--- config.mk ---
export PLATFORM = sky130hd
export DESIGN_NAME = serial_subtractor
export DESIGN_NICKNAME = d
export VERILOG_FILES = /design/src/rtl/serial_subtractor.sv
export SDC_FILE = /design/constraint.sdc
export NUM_CORES = 1
export LEC_CHECK = 0
export ABC_AREA = 1
export CAP_MARGIN = 25
export CELL_PAD_IN_SITES_DETAIL_PLACEMENT = 1
export CELL_PAD_IN_SITES_GLOBAL_PLACEMENT = 1
export CORE_MARGIN = 4
export CORE_UTILIZATION = 46
export CTS_CLUSTER_DIAMETER = 200
export DETAILED_ROUTE_END_ITERATION = 10
export DONT_BUFFER_PORTS = 1
export PLACE_DENSITY_LB_ADDON = 0.1
export SLEW_MARGIN = 20
export SYNTH_ARGS = -nofsm -noshare
export SYNTH_HDL_FRONTEND = slang
export SYNTH_SLANG_ARGS = --single-unit
--- constraint.sdc ---
create_clock -name Clk -period 1.8 [get_ports Clk]
set_clock_uncertainty 0.1 [all_clocks]
set_input_delay 0.36 -clock Clk [delete_from_list [all_inputs] [get_ports Clk]]
set_output_delay 0.36 -clock Clk [all_outputs]
set_load 0.05 [all_outputs]
--- src/rtl/serial_subtractor.sv ---
// Bit-serial subtractor D = A - B, one bit per clock LSB first, behind a Start/Done handshake.
// Define SERIAL_SUB_OVERFLOW_EN to add the signed-overflow output V.
module serial_subtractor #(
    parameter int WIDTH = 8
) (
    input  logic             Clk,
    input  logic             Rst,
    input  logic             Start,
    input  logic [WIDTH-1:0] A,
    input  logic [WIDTH-1:0] B,
    output logic             Busy,
    output logic             Done,
    output logic [WIDTH-1:0] D,
    output logic             Bout
`ifdef SERIAL_SUB_OVERFLOW_EN
    ,
    output logic             V
`endif
);

    localparam int CNT_W = $clog2(WIDTH + 1);
    localparam logic [CNT_W-1:0] LAST_BIT = CNT_W'(WIDTH - 1);

    typedef enum logic [1:0] {
        IDLE  = 2'd0,
        SHIFT = 2'd1,
        DONE  = 2'd2
    } state_t;

    state_t           state;
    logic [WIDTH-1:0] ra;
    logic [WIDTH-1:0] rb;
    logic [WIDTH-1:0] rr;
    logic             br;
    logic [CNT_W-1:0] cnt;

    logic             bitDiff;
    logic             bitBorrow;
    logic [WIDTH-1:0] rrNext;

    // One-bit full subtractor: returns {borrowOut, difference}.
    function automatic logic [1:0] subBit(input logic a, input logic b, input logic bin);
        logic diff;
        logic bout;
        diff = a ^ b ^ bin;
        bout = (~a & b) | (~(a ^ b) & bin);
        return {bout, diff};
    endfunction

    always_comb begin
        {bitBorrow, bitDiff} = subBit(ra[0], rb[0], br);
        rrNext               = {bitDiff, rr[WIDTH-1:1]};
    end

`ifdef SERIAL_SUB_OVERFLOW_EN
    logic aMsb;
    logic bMsb;

    always_ff @(posedge Clk or posedge Rst) begin
        if (Rst) begin
            aMsb <= 1'b0;
            bMsb <= 1'b0;
            V    <= 1'b0;
        end else if (state == IDLE && Start) begin
            aMsb <= A[WIDTH-1];
            bMsb <= B[WIDTH-1];
        end else if (state == SHIFT && cnt == LAST_BIT) begin
            // The last serial bit computed is the result MSB.
            V <= (aMsb != bMsb) && (bitDiff != aMsb);
        end
    end
`endif

    always_ff @(posedge Clk or posedge Rst) begin
        if (Rst) begin
            state <= IDLE;
            ra    <= '0;
            rb    <= '0;
            rr    <= '0;
            br    <= 1'b0;
            cnt   <= '0;
            Busy  <= 1'b0;
            Done  <= 1'b0;
            D     <= '0;
            Bout  <= 1'b0;
        end else begin
            case (state)
                IDLE: begin
                    if (Start) begin
                        ra    <= A;
                        rb    <= B;
                        rr    <= '0;
                        br    <= 1'b0;
                        cnt   <= '0;
                        Busy  <= 1'b1;
                        state <= SHIFT;
                    end
                end
                SHIFT: begin
                    rr  <= rrNext;
                    br  <= bitBorrow;
                    ra  <= ra >> 1;
                    rb  <= rb >> 1;
                    cnt <= cnt + 1'b1;
                    if (cnt == LAST_BIT) begin
                        // Publish the result with the final bit folded in.
                        D     <= rrNext;
                        Bout  <= bitBorrow;
                        Busy  <= 1'b0;
                        Done  <= 1'b1;
                        state <= DONE;
                    end
                end
                DONE: begin
                    Done  <= 1'b0;
                    state <= IDLE;
                end
                default: begin
                    Busy  <= 1'b0;
                    Done  <= 1'b0;
                    state <= IDLE;
                end
            endcase
        end
    end

endmodule
Word-level counts from Yosys, hierarchy flattened
Cells that the tools add are included.

storage, ports and cells
  input bits = 19
  word-level logic and storage cells = 50
  output and inout bits = 11
  bits in registers = 42

operators by class
  eq/ne operators = 5
  bitwise logic cells = 9
  mux-type cells = 18
  reductions and logical operators = 7
  add/sub/neg operators = 1

operators with widths
  operator               count
  $pmux W8 S2            3
  $mux W8                3
  $pmux W4 S2            1
  $reduce_and A2 Y1      4
  $add A4 B1 Y4 const B  1
  $eq A4 B3 Y1 const B   1
  $mux W1                4
  $mux W2                2
  $mux W4                1
  $ne A2 B2 Y1 const B   2
  $not A1 Y1             4
  $pmux W1 S2            2
  $pmux W2 S2            1
  $pmux W1 S3            1
  $reduce_and A3 Y1      1
  $and A1 B1 Y1          2
  $eq A2 B1 Y1 const B   1
  $eq A2 B2 Y1 const B   1
  $logic_not A2 Y1       1
  $reduce_bool A2 Y1     1
  $xor A1 B1 Y1          2
  $or A1 B1 Y1           1

Depth between registers and ports, before layout
Gate-level depths: netlist (run 1).

  depth in word-level cells = 5
  mapped depth = 6
  mapped depth without buffers = 6

Worst setup path before layout (run 1)
OpenSTA, ideal clock, no wires.

  kind = reg2reg
  start = register cnt[0]
  end = register Bout
  stages on the path, launching flop included = 7
  data arrival time = 1000 ps
  slack = 583 ps
  period minus slack after synthesis = 1217 ps
  data required time = 1582 ps
  cells stage by stage = dfrtp_1 > ha_1 > nand2_1 > nor2_1 > nand2_1 > nand2_1 > nand2_1

on the way
  cells in the longest elaborated chain, start to end = 2

RTL lines
  element                      RTL line  text
  start, declared              35        logic [CNT_W-1:0] cnt;
  start signal, assigned       104       cnt <= cnt + 1'b1;
  $eq A4 B3 Y1                 105       if (cnt == LAST_BIT) begin
  $reduce_and A2 Y1 (no line)  --
  end signal, assigned         108       Bout <= bitBorrow;
  end, declared                14        output logic Bout

No other way between the ends.
A chain may end at the register's enable or synchronous reset.

Worst setup path after layout (run 1)
  start = register cnt[0]
  end = register D[1]

on the way
  cells in the longest elaborated chain, start to end = 2

RTL lines
  element                      RTL line  text
  $eq A4 B3 Y1                 105
  $reduce_and A2 Y1 (no line)  --
  end signal, assigned         107       D <= rrNext;
  end, declared                13        output logic [WIDTH-1:0] D,

No other way between the ends.

==> results of run 1 <==
## critical path, stage by stage, from the launching register on
cell and delay, ns:
dfrtp_1 0.41, ha_1 0.22, nand2_1 0.08, nor2_1 0.09
nand2_1 0.24, nand2_1 0.14, nand2_1 0.06
## cells by family after synthesis
group	count (synthesis)	share of synthesized area
AND/OR/NAND/NOR	124	0.3041
flip-flops	41	0.5895
buffers and inverters	23	0.05823
AO/OA/AOI/OAI	9	0.02947
adder cells (fa/ha/maj)	2	0.01869
## timing repair
action,CTS,global route
hold buffers,1,0
endpoints found under the hold margin,10,0
buffers inserted,0,0
## layout make-up
type | count | area, um2 | share of cell area
Tap cell | 48 | 60.06 | 0.03141
Multi-Input combinational cell | 135 | 613.1 | 0.3207
Inverter | 15 | 56.30 | 0.02945
Sequential cell | 41 | 1026 | 0.5366
Timing Repair Buffer | 7 | 55.05 | 0.02880
Clock buffer | 7 | 96.34 | 0.05039
Clock inverter | 1 | 5.005 | 0.002618
## cells in the mapped netlist (all sizes together)
library cell and n:
o22ai 5, buf 8, nand3 39, ha 1, a21oi 1, nand4 1
nor2 5, dfrtp 41, nand2 79, fa 1, inv 15, o21ai 3
## placed cells by master, fill, tap and decap left out, drive strengths merged
master       count
nand4            1
clkinv           1
dfrtp           41
nor2             5
ha               1
dlygate4sd3      1
clkbuf           7
buf              6
nand2           79
nand3           39
fa               1
a21oi            1
inv             15
o21ai            3
o22ai            5
## worst paths after layout
path	startpoint	slack, ns	depth (start not counted)	end
setup reg to reg	cnt[0]$_DFFE_PP0P_	0.35	6	D[1]$_DFFE_PP0P_
hold / removal	B[2]	0.09	2	rb[2]$_DFFE_PP0P_
min in group asynchronous	Rst	0.53	3	D[5]$_DFFE_PP0P_
max in group asynchronous	Rst	0.71	3	Busy$_DFFE_PP0P_
setup / recovery	cnt[0]$_DFFE_PP0P_	0.35	6	D[1]$_DFFE_PP0P_
hold reg to reg	rr[5]$_DFFE_PP0P_	0.38	2	D[4]$_DFFE_PP0P_
## flip-flops by register name (all words and copies together), names as in the netlist
signal / flops
Done: 1
rb: 8
state: 2
ra: 8
cnt: 4
D: 8
Busy: 1
rr: 7
Bout: 1
br: 1
## metal layers
layer	wire (um)	track usage	vias up
li1	-	-	648
met1	1557	0.2043	674
met2	1924	0.3093	29
met3	130	0.04493	6
met4	45	0.04989	0
met5	0	0	-
## metrics by stage
step                      hold WS [ns]  utilization
after global placement          0.3090       0.4918
after global routing           0.08275       0.5222
after detailed placement        0.3166       0.4918
after floorplan                 0.3419            -
after CTS                      0.08263       0.5222
final                          0.09103       0.5222
## power by group
part,internal (mW),switching [mW],leakage (nW),total (mW)
registers,1.32,0.700,0.523,2.02
clock network,0.346,0.302,0.0542,0.648
logic,0.410,0.677,0.409,1.09
total,2.08,1.68,0.986,3.75
==> flow_summary.json, run 1 <==
{
  "area_delta_synth_final_pct": 9.849,
  "antenna_left": 0,
  "finalSetupViolCount": 0,
  "cts_tree": "yes",
  "final_area_um2": 1912,
  "num_io_pins": 30,
  "syn_inst": 199,
  "clkSlewWorstSetupHoldPaths_ns": 0.07,
  "syn_avg_cell_area_um2": 8.746,
  "finalSetupTns_ns": 0,
  "vias_per_cell": 5.343,
  "cts_inserted_buffers": 5,
  "cts_max_level": 2,
  "diodes": 0,
  "layout.cells.non_filler": 254,
  "die_y_um": 69.51,
  "arrival_ns": 1.53,
  "gp_congestion": 0.7372,
  "ys_top_cells_by_area": "dfrtp_1, nand2_1, nand3_1, inv_1, o22ai_1",
  "wl_mm": 3.658,
  "grt_pass1_vias": 1527,
  "dp_slack_ns": 0.3518,
  "cts_resized": 0,
  "critPathKind": "reg -> reg",
  "netlist_area_um2": 1740,
  "cts_sinks": 41,
  "chipWidth_um": 69.51,
  "fillers": 447,
  "ys_seq_area_frac": 0.5895,
  "max_freq_mhz": 691.7,
  "syn-num-nets": 220,
  "firstDrtPassIters": 4,
  "grtUsageTotal": 0.1734,
  "outcome": "finished, final reports clean",
  "cap_violations": 0,
  "ys_types": 17,
  "cp-start-kind": "flop",
  "place_area_um2": 1800,
  "drv_slew": 0,
  "io_buffers": 0,
  "grt_max_degree": 42,
  "place_hpwl_mm": 2.597,
  "cts_root_buffer": "clkbuf_8",
  "first_iter_violations": 66,
  "yosys.area.top_type_share": 0.5895,
  "layout_min_cycle_time_ns": 1.446,
  "rsz0062_at_grt": "no",
  "initial_core_util": 0.4754,
  "synth.ff_latch_count": 41,
  "ctsLongestPathBuffers": 2,
  "worst-path-max-fanout": 10,
  "report.final.hold_viol_count": 0,
  "finalCritPeriodShare": 0.8032,
  "rows": 22,
  "hp-class": "in -> reg",
  "p_total_mw": 3.753,
  "die-area_um2": 4832,
  "yosysTopAreaCell": "dfrtp_1",
  "finalWorstSetupSlack_ns": 0.3542,
  "grt-ovfl-total": 0,
  "dp.cells": 245,
  "clock_latency_ns": 0.29,
  "vias": 1357,
  "power_density_nw_per_um2": 1963,
  "drc": 0,
  "coreArea_um2": 3661,
  "fin_nets": 226,
  "drive_gt1_frac": 0.09709,
  "ir_drop_mv": 0.6122,
  "p_leak_nw": 0.9859,
  "endpoint_kind": "flop",
  "grt_pass1_wl_mm": 6.879,
  "tightestPinTransition_ns": 0.5000,
  "worstPathRequired_ns": 1.88,
  "max_slew_margin": 0.6667,
  "wl_per_cell_um": 14.40,
  "yosys_warnings": 0,
  "antenna_found_initial": 0
}
No activity file was read; power rests on OpenSTA's default activity.
==> inputs of run 2 (changes only) <==
Settings changed: CORE_UTILIZATION 46 to 41.
Clock period 1.8 ns to 1.2 ns, I/O delays scaled along.
==> run 2 against run 1 <==
Compared with the run above:
- critical path depth fell by 2
- the flow now finishes with violations (negative setup slack)
- sequential share of layout area fell by 12 points
- via count up 17%
- combinational power rose to 3.0 times the previous value
- final cell count is 19% higher
- global-route usage rose by 4.1 points
- hold slack got worse by 0.032 ns
- worst setup slack got worse by 0.43 ns
- register-to-register slack worse by 0.43 ns
==> flow_summary.json, run 2 (same netlist as run 1, synthesis figures left out) <==
{
  "outcome": "finished with violations",
  "antenna_found_initial": 0,
  "cts_max_level": 2,
  "timing.rr.start": "rb[0]$_DFFE_PP0P_",
  "ir_drop_mv": 1.104,
  "cts_sinks": 41,
  "max_stage_delay_ns": 0.57,
  "route.met2.wl_mm": 2.820,
  "arrival_ns": 1.41,
  "area_delta_synth_final_pct": 43.35,
  "p_leak_nw": 1.232,
  "hp-start": "Start",
  "largest_registers": "D x8, ra x8, rb x8",
  "swShare": 0.4368,
  "wl_mm": 5.116,
  "grtUsageTotal": 0.2144,
  "vias_per_cell": 5.234,
  "clock_latency_ns": 0.30,
  "chipWidth_um": 73.16,
  "cap_violations": 0,
  "grt-ovfl-total": 0,
  "holdPathStages": 2,
  "multi_input_comb_area_um2": 719.4,
  "gp_congestion": 0.8180,
  "power_density_nw_per_um2": 2772,
  "hp-class": "in -> reg",
  "antenna_left": 0,
  "r2r_cells": 4,
  "wl_per_cell_um": 16.88,
  "die-area_um2": 5352,
  "fin_nets": 273,
  "io_buffers": 0,
  "fillers": 450,
  "intPower_mw": 3.895,
  "critPathKind": "reg -> reg",
  "critPathLaunch": "rb[0]$_DFFE_PP0P_",
  "max_freq_mhz": 785.1,
  "cts_root_buffer": "clkbuf_8",
  "pwr-share-comb": 0.469,
  "timing.critical_path.mode_cell": "nand2_1",
  "clkSlewWorstSetupHoldPaths_ns": 0.08,
  "cp_top_family": "adder cells",
  "routedLengthMet1_mm": 1.955,
  "coreArea_um2": 4058,
  "rows": 23,
  "grt_max_degree": 42,
  "finalSetupTns_ns": -0.7003,
  "drive_gt1_frac": 0.2937,
  "drv_slew": 0,
  "max_slew_margin": 0.7929,
  "tightestPinTransition_ns": 0.3106,
  "cp_num_cells": 4,
  "worstPathCellList": "inv_2, fa_2, nand2_1, nand2_1",
  "worstPathRequired_ns": 1.33,
  "pwr-share-seq": 0.399,
  "ctsLongestPathBuffers": 2,
  "rsz0062_at_grt": "yes",
  "finalCritPeriodShare": 1.061,
  "seq_area_um2": 1033,
  "cts_tree": "yes",
  "layout_min_cycle_time_ns": 1.274,
  "firstDrtPassIters": 4,
  "report.final.hold_viol_count": 0,
  "hold_ws_ns": 0.05945,
  "wl_met3_um": 214,
  "mostFrequentLayoutCells": "nand2_1, nand3_1, dfrtp_1",
  "endpoint_kind": "flop",
  "slowest_stage": "fa_2",
  "die_y_um": 73.16,
  "p_clk_frac": 0.132,
  "drc": 0,
  "final_common_cell": "nand2_1",
  "cts_inserted_buffers": 5,
  "initial_core_util": 0.4289,
  "first_iter_violations": 112,
  "num_io_pins": 30,
  "cp_num_buf_inv": 1,
  "grt_pass1_vias": 1803,
  "cp-start-kind": "flop",
  "vias": 1586,
  "grt_pass1_wl_mm": 8.687,
  "finalWorstSetupSlack_ns": -0.07376,
  "worst-path-max-fanout": 2,
  "net-switching-power_mw": 3.020,
  "routed.top_layer": "met4",
  "violations": "negative setup slack",
  "place_hpwl_mm": 2.830,
  "finalSetupViolCount": 16
}
## run 2: worst register-to-register path, stage by stage (launching register included)
cell	delay [ns]
dfrtp_1	0.36
inv_2	0.05
fa_2	0.57
nand2_1	0.06
nand2_1	0.07
## run 2: power groups by stage
stage	clock network (mW)	logic (mW)	registers (mW)
after floorplan	0	1.31	2.94
final	0.911	3.24	2.76
after global routing	0.993	3.57	2.84
after global placement	0	2.24	2.66
after detailed placement	0	2.37	2.71
after CTS	0.934	3.01	2.75
## run 2: final cells by class
cell class              instances  share of cell area
diodes                          1            0.001003
clock buffers                   7             0.03460
inverters                      15             0.02508
multi-input cells             136              0.2884
flip-flops and latches         41              0.4142
well taps                      50             0.02508
repair buffers                 52              0.2086
repair inverters                1            0.003009
## run 2: metal layers
metal	track usage	vias to the layer above
met4	0.09426	0
li1	-	748
met2	0.3833	38
met5	0	-
met1	0.2323	789
met3	0.06198	11
## run 2: worst paths after layout
check                                  endpoint  slack (ns)
max in group asynchronous      Done$_DFFE_PP0P_        0.42
min                        state[0]$_DFFE_PP0P_        0.06
min in group asynchronous      D[6]$_DFFE_PP0P_        0.36
max reg2reg                    D[7]$_DFFE_PP0P_       -0.07
max                            D[7]$_DFFE_PP0P_       -0.07
min reg2reg                    D[1]$_DFFE_PP0P_        0.39
## run 2: metrics by stage
step             util  std cells  total power, mW  setup WS (ns)  cell area (um2)
6_report       0.6149        303            6.915       -0.07376             2495
5_1_grt        0.6142        302            7.399        -0.1222             2492
4_1_cts        0.6001        296            6.698       -0.08081             2435
3_5_place_dp   0.4773        259            5.075        -0.1430             1937
3_3_place_gp   0.4773        259            4.906       -0.04101             1937
2_1_floorplan       -        199            4.250       0.007186             1747
## run 2: timing repair
| action | in CTS | in global routing |
|---|---|---|
| cloned | 2 | 0 |
| endpoints found under the hold margin | 57 | 0 |
| resized for setup | 38 | 7 |
| hold buffers | 17 | 0 |
| pin swaps | 7 | 4 |
| buffers inserted | 11 | 6 |
| setup endpoints to repair | 50 | 46 |
